--- src/rtl/fp32_pkg.sv ---
// fp32_pkg: shared constants, omod encoding and classification helpers for
// the FP32 adder result stage.
package fp32_pkg;

   localparam logic [31:0] FP32_ONE     = 32'h3F80_0000;
   localparam logic [31:0] FP32_PZERO   = 32'h0000_0000;
   localparam logic [7:0]  FP32_EXP_MAX = 8'hFF;

   typedef enum logic [1:0] {
      OMOD_NONE = 2'd0,
      OMOD_X2   = 2'd1,
      OMOD_X4   = 2'd2,
      OMOD_DIV2 = 2'd3
   } omod_e;

   function automatic logic is_nan(input logic [31:0] v);
      return (v[30:23] == FP32_EXP_MAX) && (v[22:0] != 23'd0);
   endfunction

   function automatic logic is_inf(input logic [31:0] v);
      return (v[30:23] == FP32_EXP_MAX) && (v[22:0] == 23'd0);
   endfunction

endpackage

--- src/rtl/fp32_add_result_stage_fifo.sv ---
// result_fifo: generic synchronous FIFO with registered storage.
//   Parameters : DEPTH (power of two, >= 2), WIDTH
//   Ports      : clk, rst_n (async active-low)
//                i_push/i_wdata  write side (ignored when full)
//                i_pop/o_rdata   read side, o_rdata is the head entry
//                                (ignored when empty)
//                o_count, o_full, o_empty  occupancy status
module result_fifo #(
   parameter int unsigned DEPTH = 2,
   parameter int unsigned WIDTH = 40
) (
   input  logic                         clk,
   input  logic                         rst_n,
   input  logic                         i_push,
   input  logic [WIDTH-1:0]             i_wdata,
   input  logic                         i_pop,
   output logic [WIDTH-1:0]             o_rdata,
   output logic [$clog2(DEPTH):0]       o_count,
   output logic                         o_full,
   output logic                         o_empty
);

   localparam int unsigned AW = $clog2(DEPTH);
   localparam int unsigned CW = AW + 1;

   logic [WIDTH-1:0] r_mem [DEPTH];
   logic [AW-1:0]    r_wr_ptr;
   logic [AW-1:0]    r_rd_ptr;
   logic [CW-1:0]    r_count;
   logic             w_do_push;
   logic             w_do_pop;

   assign o_full    = (r_count == CW'(DEPTH));
   assign o_empty   = (r_count == '0);
   assign o_count   = r_count;
   assign o_rdata   = r_mem[r_rd_ptr];
   assign w_do_push = i_push && !o_full;
   assign w_do_pop  = i_pop && !o_empty;

   // Storage is reset so the head reads as zero after reset.
   always_ff @(posedge clk or negedge rst_n) begin
      if (!rst_n) begin
         for (int unsigned i = 0; i < DEPTH; i++) r_mem[i] <= '0;
      end else if (w_do_push) begin
         r_mem[r_wr_ptr] <= i_wdata;
      end
   end

   // Pointers wrap naturally because DEPTH is a power of two.
   always_ff @(posedge clk or negedge rst_n) begin
      if (!rst_n) begin
         r_wr_ptr <= '0;
         r_rd_ptr <= '0;
         r_count  <= '0;
      end else begin
         if (w_do_push) r_wr_ptr <= r_wr_ptr + 1'b1;
         if (w_do_pop)  r_rd_ptr <= r_rd_ptr + 1'b1;
         case ({w_do_push, w_do_pop})
            2'b10:   r_count <= r_count + 1'b1;
            2'b01:   r_count <= r_count - 1'b1;
            default: r_count <= r_count;
         endcase
      end
   end

endmodule

--- src/rtl/fp32_add_result_stage.sv ---
// fp32_add_result_stage: post-adder stage applying omod (optional) and clamp,
// buffering results toward VGPR writeback, with sticky NaN/overflow flags and
// a retired-result counter.
//   Optional feature macro: FP32_RESULT_OMOD_EN (omod modifier logic).
//   Ports: in_*   adder result handshake + flags, dst index, modifiers
//          out_*  writeback handshake, data, dst index
//          sticky_clr/sticky_nan/sticky_ovf  exception flags
//          result_count                      out handshakes, wrapping
module fp32_add_result_stage
   import fp32_pkg::*;
#(
   parameter int unsigned DST_W = 8,
   parameter int unsigned DEPTH = 2,
   parameter int unsigned CNT_W = 16
) (
   input  logic              clk,
   input  logic              rst_n,
   input  logic              in_valid,
   output logic              in_ready,
   input  logic [31:0]       in_result,
   input  logic              in_nan,
   input  logic              in_ovf,
   input  logic [DST_W-1:0]  in_dst,
   input  logic              in_clamp,
   input  logic [1:0]        in_omod,
   output logic              out_valid,
   input  logic              out_ready,
   output logic [31:0]       out_data,
   output logic [DST_W-1:0]  out_dst,
   input  logic              sticky_clr,
   output logic              sticky_nan,
   output logic              sticky_ovf,
   output logic [CNT_W-1:0]  result_count
);

   logic [31:0]           w_omod_val;
   logic                  w_omod_ovf;
   logic [31:0]           w_final;
   logic                  w_push;
   logic                  w_pop;
   logic                  w_full;
   logic                  w_empty;
   logic [31+DST_W:0]     w_rdata;
   logic [$clog2(DEPTH):0] w_fifo_count_unused;
   logic                  r_sticky_nan;
   logic                  r_sticky_ovf;
   logic [CNT_W-1:0]      r_result_count;

`ifdef FP32_RESULT_OMOD_EN
   logic [9:0] w_exp_adj;
   logic       w_omod_apply;

   // Only finite, nonzero normals are scaled; exponent adjust is done in a
   // widened field so overflow/underflow are detectable.
   always_comb begin
      w_omod_val   = in_result;
      w_omod_ovf   = 1'b0;
      w_exp_adj    = {2'b00, in_result[30:23]};
      w_omod_apply = (in_result[30:23] != 8'h00) && (in_result[30:23] != FP32_EXP_MAX);
      case (omod_e'(in_omod))
         OMOD_X2:   w_exp_adj = w_exp_adj + 10'd1;
         OMOD_X4:   w_exp_adj = w_exp_adj + 10'd2;
         OMOD_DIV2: w_exp_adj = w_exp_adj - 10'd1;
         default:   w_omod_apply = 1'b0;
      endcase
      if (w_omod_apply) begin
         if (w_exp_adj >= {2'b00, FP32_EXP_MAX}) begin
            w_omod_val = {in_result[31], FP32_EXP_MAX, 23'd0};
            w_omod_ovf = 1'b1;
         end else if (w_exp_adj == 10'd0) begin
            w_omod_val = {in_result[31], 31'd0};
         end else begin
            w_omod_val = {in_result[31], w_exp_adj[7:0], in_result[22:0]};
         end
      end
   end
`else
   logic w_omod_unused;
   assign w_omod_unused = ^in_omod;
   assign w_omod_val    = in_result;
   assign w_omod_ovf    = 1'b0;
`endif

   // Clamp to [0,1]: NaN and any negative (incl. -0, -inf) go to +0.
   always_comb begin
      w_final = w_omod_val;
      if (in_clamp) begin
         if (is_nan(w_omod_val) || w_omod_val[31]) begin
            w_final = FP32_PZERO;
         end else if (is_inf(w_omod_val) || (w_omod_val >= FP32_ONE)) begin
            w_final = FP32_ONE;
         end
      end
   end

   assign in_ready  = !w_full;
   assign out_valid = !w_empty;
   assign w_push    = in_valid && in_ready;
   assign w_pop     = out_valid && out_ready;
   assign out_data  = w_rdata[DST_W +: 32];
   assign out_dst   = w_rdata[DST_W-1:0];

   result_fifo #(
      .DEPTH (DEPTH),
      .WIDTH (32 + DST_W)
   ) u_fifo (
      .clk     (clk),
      .rst_n   (rst_n),
      .i_push  (w_push),
      .i_wdata ({w_final, in_dst}),
      .i_pop   (w_pop),
      .o_rdata (w_rdata),
      .o_count (w_fifo_count_unused),
      .o_full  (w_full),
      .o_empty (w_empty)
   );

   // A set in the same cycle as a clear takes priority.
   always_ff @(posedge clk or negedge rst_n) begin
      if (!rst_n) begin
         r_sticky_nan <= 1'b0;
         r_sticky_ovf <= 1'b0;
      end else begin
         if (w_push && (in_nan || is_nan(w_omod_val))) r_sticky_nan <= 1'b1;
         else if (sticky_clr)                          r_sticky_nan <= 1'b0;
         if (w_push && (in_ovf || w_omod_ovf))         r_sticky_ovf <= 1'b1;
         else if (sticky_clr)                          r_sticky_ovf <= 1'b0;
      end
   end

   always_ff @(posedge clk or negedge rst_n) begin
      if (!rst_n)     r_result_count <= '0;
      else if (w_pop) r_result_count <= r_result_count + 1'b1;
   end

   assign sticky_nan   = r_sticky_nan;
   assign sticky_ovf   = r_sticky_ovf;
   assign result_count = r_result_count;

endmodule

--- config.mk ---
export PLATFORM = sky130hd
export DESIGN_NAME = fp32_add_result_stage
export DESIGN_NICKNAME = d
export VERILOG_FILES = /design/src/rtl/fp32_pkg.sv /design/src/rtl/fp32_add_result_stage_fifo.sv /design/src/rtl/fp32_add_result_stage.sv
export SDC_FILE = /design/constraint.sdc
export NUM_CORES = 1
export LEC_CHECK = 0
export BUFFER_PORTS_ARGS = -buffer_cell sky130_fd_sc_hd__buf_2
export CAP_MARGIN = 40
export CORE_AREA = 2 2 109 111
export CTS_CLUSTER_SIZE = 20
export DETAILED_ROUTE_END_ITERATION = 6
export DIE_AREA = 0 0 111 113
export MAX_ROUTING_LAYER = met4
export PLACE_DENSITY = 0.73
export RECOVER_POWER = 100
export SLEW_MARGIN = 0
export SYNTH_ARGS = -nofsm -noshare
export SYNTH_HDL_FRONTEND = slang
export SYNTH_SLANG_ARGS = --single-unit
--- constraint.sdc ---
create_clock -name clk -period 1.7 [get_ports clk]
set_clock_uncertainty 0.2 [all_clocks]
set_input_delay 0 -clock clk [delete_from_list [all_inputs] [get_ports clk]]
set_output_delay 0 -clock clk [all_outputs]
set_load 0.02 [all_outputs]
# --- Word-level counts from Yosys, hierarchy flattened ---
# Cells that the tools add are included.
totals:
  register_bits: 102
  inputBits: 50
  output_inout_bits: 60
  elab_cells: 56
op_classes:
  n_addsub: 5
  magnitude_cmp: 4
  eq_ne: 4
  n_mux: 13
  n_bitwise: 2
  n_reduce_logical: 20
op_table:
  columns: ["cell", "count"]
  rows:
  - ["$mux W40", 4]
  - ["$mux W32", 3]
  - ["$bwmux W80", 1]
  - ["$demux W40 S1", 1]
  - ["$ge A32 B30 Y1 const B", 1]
  - ["$logic_not A23 Y1", 1]
  - ["$reduce_bool A23 Y1", 1]
  - ["$add A16 B1 Y16 const B", 1]
  - ["$logic_and A1 B1 Y1", 9]
  - ["$eq A8 B8 Y1 const B", 1]
  - ["$reduce_bool A2 Y1", 3]
  - ["$eq A2 B2 Y1 const B", 2]
  - ["$ge A2 B2 Y1 const B", 2]
  - ["$not A1 Y2", 2]
  - ["$pmux W2 S2", 1]
  - ["$logic_or A1 B1 Y1", 3]
  - ["$mux W1", 3]
  - ["$add A1 B1 Y1 const B", 2]
  - ["$add A2 B1 Y2 const B", 1]
  - ["$eq A2 B1 Y1 const B", 1]
  - ["$logic_not A1 Y1", 2]
  - ["$logic_not A2 Y1", 1]
  - ["$lt A2 B1 Y1 const B", 1]
  - ["$sub A2 B1 Y2 const B", 1]

# --- Logic depth before layout (Yosys ltp) ---
# Gate-level depths: netlist (run 1).
depth:
  depth_word: 7
  ltp_mapped: 7
  ltp_nobuf: 6

# --- Modules after synthesis ---
# Synthesis (run 1) repeated with hierarchy kept, for this count alone.
unflattened:
  cells_unflattened: 352
  area_unflattened_um2: 4847.1
modules_own_cells:
  columns: ["mod", "instances", "cells_per_inst", "area_per_inst_um2", "seq_area_each_um2"]
  rows:
  - ["result_fifo", 1, 232, 3684.8, 2102.0]
  - ["fp32_add_result_stage", 1, 120, 1162.4, 450.4]

# --- Least setup slack after synthesis (run 1) ---
# Ideal clock, no wire load.
synth_timing:
  path_kind: "reg2reg"
  from: "register u_fifo.r_count[0], in the netlist u_fifo.o_count[0]"
  to: "register u_fifo.r_mem[40] (netlist bit)"
  setup_ns: 0.128
  arrival_ns: 1.465
  t_required_ns: 1.372
  slack_ns: -0.092
  stages_incl_launch_ff: 6
  n_path_buf: 2
  path_cell_list: "dfrtp_1 -> nand2b_1 -> buf_2 -> nand3b_1 -> buf_2 -> mux2_1"
synth_between:
  elab_chain_len: 4
synth_lines:
  columns: ["item", "line_no", "text"]
  rows:
  - ["from (decl)", "fp32_add_result_stage_fifo.sv:29", "logic [CW-1:0] r_count;"]
  - ["from (signal assigned)", "fp32_add_result_stage_fifo.sv:59", "2'b10: r_count <= r_count + 1'b1;"]
  - ["from (signal assigned)", "fp32_add_result_stage_fifo.sv:60", "2'b01: r_count <= r_count - 1'b1;"]
  - ["from (signal assigned)", "fp32_add_result_stage_fifo.sv:61", "default: r_count <= r_count;"]
  - ["$eq A2 B2 Y1 *", "fp32_add_result_stage_fifo.sv:33", "assign o_full = (r_count == CW'(DEPTH));"]
  - ["$logic_not A1 Y1 *", "fp32_add_result_stage.sv:96", "assign in_ready = !w_full;"]
  - ["net in_ready", "fp32_add_result_stage.sv:19", "output logic in_ready,"]
  - ["$logic_and A1 B1 Y1", "fp32_add_result_stage.sv:98", "assign w_push = in_valid && in_ready;"]
  - ["$logic_and A1 B1 Y1 *", "fp32_add_result_stage_fifo.sv:37", "assign w_do_push = i_push && !o_full;"]
  - ["to (signal, indexed assignment)", "fp32_add_result_stage_fifo.sv:45", "r_mem[r_wr_ptr] <= i_wdata;"]
  - ["to (decl)", "fp32_add_result_stage_fifo.sv:26", "logic [WIDTH-1:0] r_mem [DEPTH];"]
# The timed path passes the listed nets; every way through them passes the cells marked *.
# A chain may end at the register's enable or synchronous reset.

# --- Worst setup path in the final report (run 1) ---
layout_timing:
  from: "register u_fifo.r_rd_ptr"
  to: "output port out_data[13]"
layout_between:
  elab_chain_len: 4
layout_lines:
  columns: ["item", "line_no", "text"]
  rows:
  - ["from (decl)", "fp32_add_result_stage_fifo.sv:28", "logic [AW-1:0] r_rd_ptr;"]
  - ["from (signal assigned)", "fp32_add_result_stage_fifo.sv:57", "if (w_do_pop) r_rd_ptr <= r_rd_ptr + 1'b1;"]
  - ["$not A1 Y2 (implied by the code)", "fp32_add_result_stage_fifo.sv:36", "assign o_rdata = r_mem[r_rd_ptr];"]
  - ["$mux W40 (implied by the code) (3 in series)", "fp32_add_result_stage_fifo.sv:36", null]
  - ["to (decl)", "fp32_add_result_stage.sv:28", "output logic [31:0] out_data,"]
# No other way between the ends. The select of a mux whose other input is x is not followed.

==> results of run 1 <==
cells in the mapped netlist:
master     number  area (um^2)
dfrtp_1       102         2550
a22o_1         46          403
mux2_1         36          405
nand2_1        32          120
mux2_2         20          225
xnor2_1        16          140
o31ai_1        14          105
nor2_1         11         41.3
clkbuf_1        9         33.8
nand3_1         9         45.0
buf_2           8         40.0
o21ai_1         6         30.0
nand4_1         5         31.3
buf_1           4         15.0
nand2b_1        3         18.8
nor3_1          3         15.0
nor4_2          3         37.5
xor2_1          3         26.3
a21oi_2         2         17.5
and4_1          2         17.5
ha_1            2         25.0
nor4_1          2         12.5
a32o_1          1         10.0
a32oi_1         1         8.76
and2_1          1         6.26
and3_1          1         6.26
buf_6           1         11.3
inv_1           1         3.75
inv_2           1         3.75
nand3b_1        1         7.51
nor2b_1         1         6.26
o2111ai_1       1         8.76
o21bai_1        1         7.51
o311a_4         1         21.3
or2_2           1         6.26
sequential cells by signal, indices dropped and copies added (netlist names):
register,cells
u_fifo.r_mem,80
result_count,16
u_fifo.o_count,2
sticky_nan,1
sticky_ovf,1
u_fifo.r_rd_ptr,1
u_fifo.r_wr_ptr,1
metrics by stage:
stage,total power [uW],TNS (ns)
after detailed placement,8710,-3.71
after floorplan,7070,0
final,11500,-0.00355
after global routing,12100,-2.02
after CTS,11300,0
after global placement,8540,-2.35
worst reg2reg max path: cells and delay by family, from the launching register on:
family	cells	cell delay [ns]
AND/OR/NAND/NOR	1	0.16
XOR/XNOR	1	0.16
AO/OA/AOI/OAI	1	0.20
flip-flops	1	0.38
buffers and inverters	2	0.22
adder cells (fa/ha/maj)	1	0.30
logic make-up after synthesis:
logic type | count (synthesis) | synth area share
flops | 102 | 0.572
compound gates | 73 | 0.137
fa+ha+maj | 2 | 0.00560
simple gates | 75 | 0.0832
xor+xnor | 19 | 0.0373
buf+inv | 24 | 0.0241
mux | 56 | 0.141
power by group through the flow:
| stage | Sequential, uW | Clock [uW] | Combinational, uW |
|---|---|---|---|
| 2_1_floorplan | 3920 | 0 | 3150 |
| 3_3_place_gp | 3880 | 0 | 4660 |
| 3_5_place_dp | 3950 | 0 | 4760 |
| 4_1_cts | 3920 | 2270 | 5150 |
| 5_1_grt | 4050 | 2370 | 5700 |
| 6_report | 3950 | 2210 | 5340 |
path summary, 6_finish.rpt:
path                                   start                 to  slack, ns  depth (start not counted)
max                          u_fifo.r_rd_ptr       out_data[13]     -0.004                          3
min                            in_result[10]         sticky_nan       0.01                          5
max reg2reg                u_fifo.o_count[0]  u_fifo.o_count[1]     -0.004                          6
min reg2reg                 u_fifo.r_mem[37]   u_fifo.r_mem[37]       0.27                          2
max in group asynchronous              rst_n    u_fifo.r_rd_ptr       0.27                          4
min in group asynchronous              rst_n    u_fifo.r_mem[2]       0.42                          3
routing by layer:
layer  share of wire  track usage  vias to the layer above  routed length [um]
met4           0.019       0.0667                        0                 229
met1            0.43        0.246                     1829                5210
met3           0.052       0.0503                       18                 618
met5               0            -                        -                   0
met2            0.49        0.324                      115                5930
li1                -            -                     1649                   -
cell type report:
class                   instances  area (um^2)  share of cell area
flip-flops and latches        102         2550               0.400
inverters                       2         7.51             0.00118
multi-input cells             225         1900               0.298
repair buffers                189         1420               0.222
clock inverters                 7         96.3              0.0151
clock buffers                   9          225              0.0353
well taps                     143          179              0.0280
repair_timing:
item                                    4_1_cts  5_1_grt
buffers inserted                              6        4
cloned                                        2        1
endpoints found under the setup margin       41       83
hold endpoints to repair                    195        0
pin swaps                                     1        1
gates resized for setup                       5       17
hold buffers                                 49        0
==> reports/metrics.cfg, run 1 <==
[outcome]
status=finished, violations left
violations=negative setup slack

[cts]
clk_pin_slew_ns=0.07
clk_latency_ns=0.34
clockBufferDepth=2
cts_sinks=102
cts_max_level=3
clockRootBuffer=clkbuf_16
cts_tree=built
cts_buffers=9

[routing]
dr.pass1.iters=4
vias=3611
drt_iter0_markers=245
postRouteAntennaNets=0
wire_per_inst_um=17.7
drc=0
routed_via_density=5.33
drt_wl_total_um=12000

[placed_design]
dp.cells=599
io_buffers=107
gp_congestion=0.814
dpl_cell_area_mm2=0.00532
dp_hpwl_um=7260
dp_slack_ns=-0.261

[power]
p_seq_frac=0.343
sw_frac_of_total=0.374
power.switching_uw=4300
combPwrFrac=0.464
internal-power_uw=7200
leakagePower_uw=0.00298
cellPowerDensity_mw_per_mm2=1800
clock_power_share=0.192
ir_drop_mv=1.30

[floorplan]
die_h_um=113
core-area_mm2=0.0113
io-pin-count=110
row_count=39
die_w_um=111
initial_utilization=0.396
dieArea_mm2=0.0125

[grt]
first_global_vias=3848
grt_max_degree=61
overflow=0
grt_usage=0.200
grt_first_pass_wirelength_um=19300
antenna_found_initial=0

[hold_path]
hp-class=in -> reg

[synthesis]
avgSynthCellArea_um2=12.7
ys_seq_area_frac=0.572
yosys_warnings=0
synth.distinct_cells=35
synthesis.nets=403
synth_seq_cells=102
syn_area_mm2=0.00447
synthCells=351

[finish]
nFillCells=924
final_cell_area_mm2=0.00638
mostFrequentLayoutCells=dfrtp_1, buf_2, dlygate4sd3_1
synthToLayoutAreaGrowth_pct=43.0
diodes=0
mostFrequentLayoutCell=dfrtp_1
nNetsFinal=581
layout.cells.non_filler=677
drive_gt1_frac=0.333
final_core_util=0.566

[timing]
report.final.slew_viol_count=0
hold_violations=0
fmax_mhz=587
maxSlewHeadroom=0.661
finalWorstSetupSlack_ns=-0.00355
finalCritPeriodShare=1.00
finalSetupViolations=1
worstMarginPinSlew_ns=0.507
min_period_ns=1.70
fin_hold_ws_ns=0.0149
rsz0062_at_grt=true

[critical_path]
crit_family=flip-flops
crit_path_top_delay_cell=dfrtp_2
worst-path-buf-inv=2
cp.required_ns=1.50
crit_type=reg -> out
slowest_delay_ns=0.40
setup.worst_path.end_class=primary output
crit_fanout=27
cp_cell_sequence=buf_12 > mux2_1 > buf_2
startpoint_type=flip-flop
worstPathArrival_ns=1.50

[run]
cap_viol_max_count=0

No activity file was read; power rests on OpenSTA's default activity.
==> inputs of run 2 (changes only) <==
--- a/config.mk
+++ b/config.mk
@@ -5,12 +5,13 @@
 export SDC_FILE = /design/constraint.sdc
 export NUM_CORES = 1
 export LEC_CHECK = 0
+export ABC_AREA = 1
 export BUFFER_PORTS_ARGS = -buffer_cell sky130_fd_sc_hd__buf_2
 export CAP_MARGIN = 40
-export CORE_AREA = 2 2 109 111
+export CORE_AREA = 2 2 113 115
 export CTS_CLUSTER_SIZE = 20
 export DETAILED_ROUTE_END_ITERATION = 6
-export DIE_AREA = 0 0 111 113
+export DIE_AREA = 0 0 115 117
 export MAX_ROUTING_LAYER = met4
 export PLACE_DENSITY = 0.73
 export RECOVER_POWER = 100
==> run 2 against run 1 <==
Compared with the run above:
- sequential power up 3%
- final cell count increased by 35%
- total power fell by 3.5%
- utilization is 4.7 points lower
- clock-buffer cell count grew 5
- fmax grew 4.8%
- the flow now finishes without violations
- worst hold slack improved by 0.19 ns
- via count is 19% higher
- non-clock buffer count shrank 11
==> reports/metrics.cfg, run 2 <==
[outcome]
status=complete, no violations  ; was finished, violations left

[synthesis]
synth-compound-area-share=0.0804  ; was 0.137
synthesis.nets=652  ; was 403
yosys.area_share.simple=0.297  ; was 0.0832
yosys_warnings=0  ; unchanged
async_flop_share=1.00  ; unchanged
synth_top_cell_by_area=dfrtp_1  ; unchanged
ys.flop_type=dfrtp_1  ; unchanged
synth_common_cells=nand2_1, dfrtp_1, o21ai_1  ; was dfrtp_1, a22o_1, mux2_1
synthCells=600  ; was 351
synth-edff-count=0  ; unchanged
post_synth_fa_ha_maj_area_fraction=0.00521  ; was 0.00560
netlist.area_leader.share=0.531  ; was 0.572
ys_seq_area_frac=0.531  ; was 0.572
synth_area_leaders=dfrtp_1, nand2_1, o21ai_1, o21ai_0, inv_1  ; was dfrtp_1, mux2_1, a22o_1, mux2_2, xnor2_1
synth_xor_area_frac=0.0273  ; was 0.0373
synth.distinct_cells=27  ; was 35
synth_top_family_by_area=simple AND/OR/NAND/NOR gates  ; was multiplexers
synth_seq_cells=102  ; unchanged
muxShareOfSynthArea=0  ; was 0.141
avgSynthCellArea_um2=8.01  ; was 12.7 um^2
syn_area_mm2=0.00481  ; was 0.00447 mm^2
synth_most_common_cell=nand2_1  ; was dfrtp_1

[routing]
drc=0  ; unchanged
postRouteAntennaNets=0  ; unchanged
drt_iter0_markers=343  ; was 245
routed_via_density=4.70  ; was 5.33
drt_wl_total_um=12100  ; was 12000 um
dr.pass1.iters=4  ; unchanged
wire_per_inst_um=13.2  ; was 17.7 um
vias=4306  ; was 3611

[critical_path]
crit_fanout=8  ; was 27
cp_cell_sequence=inv_1 > nand2_4 > nand2_8 > clkinv_4 > ha_4 > a21oi_2 > o21ai_1 > xor2_1  ; was buf_12 > mux2_1 > buf_2
startpoint_type=flip-flop  ; unchanged
cp.required_ns=1.73  ; was 1.50 ns
slowest_delay_ns=0.38  ; was 0.40 ns
setup.worst_path.end_class=flip-flop  ; was primary output
crit_type=reg -> reg  ; was reg -> out
worstPathArrival_ns=1.66  ; was 1.50 ns
crit_path_top_delay_cell=dfrtp_1  ; was dfrtp_2

[cts]
clockRootBuffer=clkbuf_16  ; unchanged
cts_tree=built  ; unchanged
clk_latency_ns=0.34  ; about the same
cts_buffers=9  ; unchanged
clk_pin_slew_ns=0.07  ; about the same
cts_sinks=102  ; unchanged
clockBufferDepth=2  ; unchanged
cts_max_level=3  ; unchanged

[grt]
first_global_vias=4049  ; was 3848
grt_usage=0.186  ; was 0.200
grt_first_pass_wirelength_um=19100  ; was 19300 um
antenna_found_initial=0  ; unchanged
grt_max_degree=39  ; was 61
overflow=0  ; unchanged

[finish]
nNetsFinal=814  ; was 581
largest_register=u_fifo.r_mem  ; unchanged
mostFrequentLayoutCell=nand2_1  ; was dfrtp_1
drive_gt1_frac=0.186  ; was 0.333
largest_reg_flops=80  ; unchanged
diodes=0  ; unchanged
mostFrequentLayoutCells=nand2_1, dfrtp_1, o21ai_0  ; was dfrtp_1, buf_2, dlygate4sd3_1
layout.cells.non_filler=917  ; was 677
nFillCells=1179  ; was 924
synthToLayoutAreaGrowth_pct=33.2  ; was 43.0%

[floorplan]
die_w_um=115  ; was 111 um
initial_utilization=0.390  ; was 0.396
row_count=41  ; was 39
core-area_mm2=0.0123  ; was 0.0113 mm^2
io-pin-count=110  ; unchanged
dieArea_mm2=0.0135  ; was 0.0125 mm^2
die_h_um=117  ; was 113 um

[placed_design]
gp_congestion=0.770  ; was 0.814
dp.cells=851  ; was 599
dp_hpwl_um=7720  ; was 7260 um
io_buffers=107  ; unchanged
dp_slack_ns=0.0754  ; was -0.261 ns

[timing]
fmax_mhz=615  ; was 587 MHz
min_period_ns=1.63  ; was 1.70 ns
finalSetupViolations=0  ; was 1
maxSlewHeadroom=0.650  ; was 0.661
hold_violations=0  ; unchanged
finalCritPeriodShare=0.957  ; was 1.00
fin_hold_ws_ns=0.206  ; was 0.0149 ns
rsz0062_at_grt=false  ; was true
report.final.slew_viol_count=0  ; unchanged
setup_tns_ns=0  ; was -0.00355 ns
worstMarginPinSlew_ns=0.524  ; was 0.507 ns
finalWorstSetupSlack_ns=0.0738  ; was -0.00355 ns

[power]
ir_drop_mv=0.773  ; was 1.30 mV
cellPowerDensity_mw_per_mm2=1730  ; was 1800 mW/mm^2
leakagePower_uw=0.00333  ; was 0.00298 uW

[run]
cap_viol_max_count=0  ; unchanged

[hold_path]
hp-class=in -> reg  ; unchanged

## run 2: cell types whose count changed in the layout (fill, tap and decap cells not counted), moves of 31 or more
cell / delta
nand2_1: +243
a22o_1: -46
clkbuf_2: +35
inv_1: +31
o21ai_0: +65
mux2_1: -35
buf_2: -38
## run 2: timing repair
item / in CTS / in global routing
pin swaps: 0 / 1
resized for setup: 1 / 8
setup buffers: 0 / 1
endpoints found under the hold margin: 194 / 0
hold buffers: 48 / 0
gates cloned: 0 / 1
endpoints found under the setup margin: 1 / 23
## run 2: stage by stage
step | util | power (uW) | cell area (um^2)
2_1_floorplan | - | 7370 | 4830
3_5_place_dp | 0.459 | 9130 | 5650
3_3_place_gp | 0.459 | 9030 | 5650
5_1_grt | 0.520 | 11900 | 6400
4_1_cts | 0.521 | 11200 | 6410
6_report | 0.520 | 11100 | 6400
## run 2: report_power, final
part           leakage, uW  total (uW)  internal [uW]  switching, uW
clock network     0.000134        1970           1080            890
registers          0.00129        4050           3470            580
logic              0.00191        5080           1840           3240
## run 2: routing by layer
| metal | track usage | share of wire | wire length [um] | vias to the layer above |
|---|---|---|---|---|
| met3 | 0.0330 | 0.035 | 421 | 20 |
| li1 | - | - | - | 2191 |
| met5 | - | 0 | 0 | - |
| met4 | 0.0771 | 0.017 | 200 | 0 |
| met1 | 0.237 | 0.47 | 5640 | 1998 |
| met2 | 0.295 | 0.48 | 5810 | 97 |
## run 2: path summary, 6_finish.rpt
| kind | start | to | slack [ns] | cells after the start |
|---|---|---|---|---|
| max | u_fifo.o_count[0] | u_fifo.o_count[1] | 0.07 | 8 |
| max in group asynchronous | rst_n | u_fifo.r_mem[8] | 0.18 | 4 |
| max reg2reg | u_fifo.o_count[0] | u_fifo.o_count[1] | 0.07 | 8 |
| min | sticky_clr | sticky_nan | 0.21 | 3 |
| min reg2reg | u_fifo.r_mem[39] | u_fifo.r_mem[39] | 0.27 | 2 |
| min in group asynchronous | rst_n | result_count[9] | 0.56 | 3 |
## run 2: cell type report
type	count	area [um^2]	share of cell area
clock buffers	14	264	0.0413
clock inverters	2	16.3	0.00254
inverters	36	140	0.0219
multi-input cells	435	1980	0.309
flip-flops and latches	102	2550	0.399
well taps	150	188	0.0293
repair buffers	178	1260	0.197
## run 2: worst max-delay path: cells and delay by family (launching register included)
kind	cells	cell delay, ns
AND/OR/NAND/NOR	2	0.21
AO/OA/AOI/OAI	2	0.17
buffers and inverters	2	0.21
flip-flops	1	0.38
adder cells (fa/ha/maj)	1	0.22
XOR/XNOR	1	0.14
## run 2: cells by family after synthesis
logic type      count (synthesis)
compound gates                 76
xor+xnor                       15
fa+ha+maj                       2
buf+inv                        63
flops                         102
simple gates                  342
==> inputs of run 3 (changes only) <==
--- a/config.mk
+++ b/config.mk
@@ -8,12 +8,14 @@
 export ABC_AREA = 1
 export BUFFER_PORTS_ARGS = -buffer_cell sky130_fd_sc_hd__buf_2
 export CAP_MARGIN = 40
-export CORE_AREA = 2 2 113 115
+export CELL_PAD_IN_SITES_DETAIL_PLACEMENT = 2
+export CELL_PAD_IN_SITES_GLOBAL_PLACEMENT = 2
+export CORE_AREA = 2 2 135 137
 export CTS_CLUSTER_SIZE = 20
 export DETAILED_ROUTE_END_ITERATION = 6
-export DIE_AREA = 0 0 115 117
+export DIE_AREA = 0 0 137 139
 export MAX_ROUTING_LAYER = met4
-export PLACE_DENSITY = 0.73
+export PLACE_DENSITY = 0.84
 export RECOVER_POWER = 100
 export SLEW_MARGIN = 0
 export SYNTH_ARGS = -nofsm -noshare
==> run 3 against run 2 <==
Compared with the run above:
- first-iteration DRC count is 34% lower
- cell area is 3.4% higher
- global-route usage decreased by 0.27 points
- worst hold slack improved by 0.0075 ns
- total power up 5.6%
- wire length increased by 36%
- utilization down 15 points
- clock power grew 9%
- largest cell class unchanged
- largest power group unchanged
==> reports/metrics.cfg, run 3 (synthesized netlist as in run 2, its figures left out) <==
[outcome]
status=complete, no violations  ; unchanged

[placed_design]
dpl_cell_area_mm2=0.00576  ; was 0.00565 mm^2
dp_hpwl_um=10500  ; was 7720 um
io_buffers=107  ; unchanged
dp_slack_ns=0.0293  ; was 0.0754 ns
gp_congestion=0.746  ; was 0.770

[routing]
wl_met3_um=464  ; was 421 um
vias=4596  ; was 4306
dr.pass1.iters=4  ; unchanged
routed_via_density=4.59  ; was 4.70
drt_wl_total_um=16500  ; was 12100 um
drc=0  ; unchanged
wl_met2_um=8460  ; was 5810 um
highest_layer=met4  ; unchanged
postRouteAntennaNets=0  ; unchanged
wl_met1_um=7350  ; was 5640 um
wire_per_inst_um=16.5  ; was 13.2 um
drt_iter0_markers=227  ; was 343

[floorplan]
row_count=49  ; was 41
initial_utilization=0.272  ; was 0.390
dieArea_mm2=0.0190  ; was 0.0135 mm^2
die_w_um=137  ; was 115 um
core-area_mm2=0.0177  ; was 0.0123 mm^2
die_h_um=139  ; was 117 um
io-pin-count=110  ; unchanged

[critical_path]
worst-path-buf-inv=3  ; was 2
startpoint_type=input pin  ; was flip-flop
crit_family=simple AND/OR/NAND/NOR gates  ; was flip-flops
cpMostUsedCell=nand2_1
cp.required_ns=1.74  ; was 1.73 ns
crit_type=in -> reg  ; was reg -> reg
crit_fanout=14  ; was 8
crit_path_top_delay_cell=dlygate4sd3_1  ; was dfrtp_1
slowest_delay_ns=0.55  ; was 0.38 ns
cp_cell_sequence=dlygate4sd3_1 > buf_2 > nand4_1 > nor3_1 > nand2_1 > nand2_1 > nand2_1 > buf_6 > nand3_1 > nand2_1  ; was inv_1 > nand2_4 > nand2_8 > clkinv_4 > ha_4 > a21oi_2 > o21ai_1 > xor2_1
worstPathArrival_ns=1.67  ; was 1.66 ns
setup.worst_path.end_class=flip-flop  ; unchanged

[grt]
grt_max_degree=55  ; was 39
first_global_vias=5055  ; was 4049
grt_usage=0.183  ; was 0.186
grt_first_pass_wirelength_um=26500  ; was 19100 um
antenna_found_initial=0  ; unchanged
overflow=0  ; unchanged

[finish]
final_core_util=0.375  ; was 0.520
nNetsFinal=819  ; was 814
synthToLayoutAreaGrowth_pct=37.6  ; was 33.2%
mostFrequentLayoutCell=nand2_1  ; unchanged
mostFrequentLayoutCells=nand2_1, dfrtp_1, buf_2  ; was nand2_1, dfrtp_1, o21ai_0
diodes=0  ; unchanged
drive_gt1_frac=0.211  ; was 0.186
final_cell_area_mm2=0.00662  ; was 0.00640 mm^2
largest_reg_flops=80  ; unchanged
largest_register=u_fifo.r_mem  ; unchanged

[power]
leakagePower_uw=0.00341  ; was 0.00333 uW
p_seq_frac=0.350  ; was 0.365
internal-power_uw=6600  ; was 6390 uW
ir_drop_mv=0.609  ; was 0.773 mV
combPwrFrac=0.466  ; was 0.458
clock_power_share=0.184  ; was 0.178
power.switching_uw=5110  ; was 4710 uW
sw_frac_of_total=0.436  ; was 0.424
cellPowerDensity_mw_per_mm2=1770  ; was 1730 mW/mm^2
p_total_uw=11700  ; was 11100 uW

[timing]
worstMarginPinSlew_ns=0.400  ; was 0.524 ns
finalSetupViolations=0  ; unchanged
finalWorstSetupSlack_ns=0.0657  ; was 0.0738 ns
rsz0062_at_grt=true  ; was false
finalCritPeriodShare=0.961  ; was 0.957
fmax_mhz=612  ; was 615 MHz
maxSlewHeadroom=0.734  ; was 0.650
report.final.slew_viol_count=0  ; unchanged
min_period_ns=1.63  ; about the same
hold_violations=0  ; unchanged

[cts]
clk_pin_slew_ns=0.07  ; about the same
cts_max_level=3  ; unchanged
clk_latency_ns=0.34  ; about the same
cts_tree=built  ; unchanged
cts_sinks=102  ; unchanged
cts_buffers=9  ; unchanged
clockRootBuffer=clkbuf_16  ; unchanged
clockBufferDepth=2  ; unchanged

[hold_path]
hp-class=in -> reg  ; unchanged

[run]
cap_viol_max_count=0  ; unchanged

-- run 3: cell types whose count changed in the layout (fill, tap and decap cells not counted), sizes merged --
cell / previous run / this run
buf: 71 / 117
bufinv: 0 / 1
clkbuf: 73 / 30
clkinv: 1 / 3
clkinvlp: 1 / 0
-- run 3: what timing repair did --
item | 4_1_cts | 5_1_grt
gates resized for setup | 1 | 19
pin swaps | 0 | 2
hold buffers | 48 | 0
endpoints found under the setup margin | 6 | 42
hold endpoints to repair | 194 | 0
buffers inserted | 0 | 5
-- run 3: worst reg2reg max path: stages (launching register included) --
cell and delay [ns]:
dfrtp_1 0.41, inv_2 0.10, nand2_4 0.08, nand2_8 0.11, inv_8 0.05, ha_4 0.22
a21oi_2 0.11, o21ai_1 0.08, xor2_1 0.15
-- run 3: power groups by stage --
stage          Combinational [uW]  Clock, uW  Sequential, uW
2_1_floorplan                3310          0            4060
3_3_place_gp                 5060          0            4050
3_5_place_dp                 5240          0            4120
4_1_cts                      5370       2220            4090
5_1_grt                      6120       2310            4240
6_report                     5460       2150            4100
-- run 3: stage by stage --
stage	hold WS, ns	std cells	setup TNS (ns)
finish	0.213	1001	0
detailed placement	-0.249	932	0
CTS	0.187	996	0
global placement	-0.249	932	0
floorplan	-0.496	600	0
global route	0.226	1001	-0.0350
-- run 3: area by class of cell --
class                      instances  area [um^2]
multi-input combinational        435         2020
sequential                       102         2550
fill                            2025        11000
timing repair buffer             183         1310
clock buffer                      12          256
clock inverter                     4         45.0
inverter                          36          143
tap                              229          287
-- run 3: path summary, 6_finish.rpt --
kind / slack [ns] / start / cells past startpoint / to
worst max-delay path: 0.07 / in_result[25] / 10 / u_fifo.r_mem[75]
worst min-delay path: 0.21 / in_dst[0] / 4 / u_fifo.r_mem[0]
min in group asynchronous: 0.46 / rst_n / 3 / result_count[8]
worst max register to register: 0.08 / u_fifo.o_count[1] / 8 / u_fifo.o_count[1]
max in group asynchronous: 0.30 / rst_n / 4 / result_count[0]
worst min register to register: 0.27 / u_fifo.r_mem[4] / 2 / u_fifo.r_mem[4]
-- run 3: metal layers --
layer  GRT usage  vias to the layer above
li1            -                     2206
met1       0.231                     2298
met2       0.308                       78
met3      0.0267                       14
met4      0.0440                        0
met5           -                        -
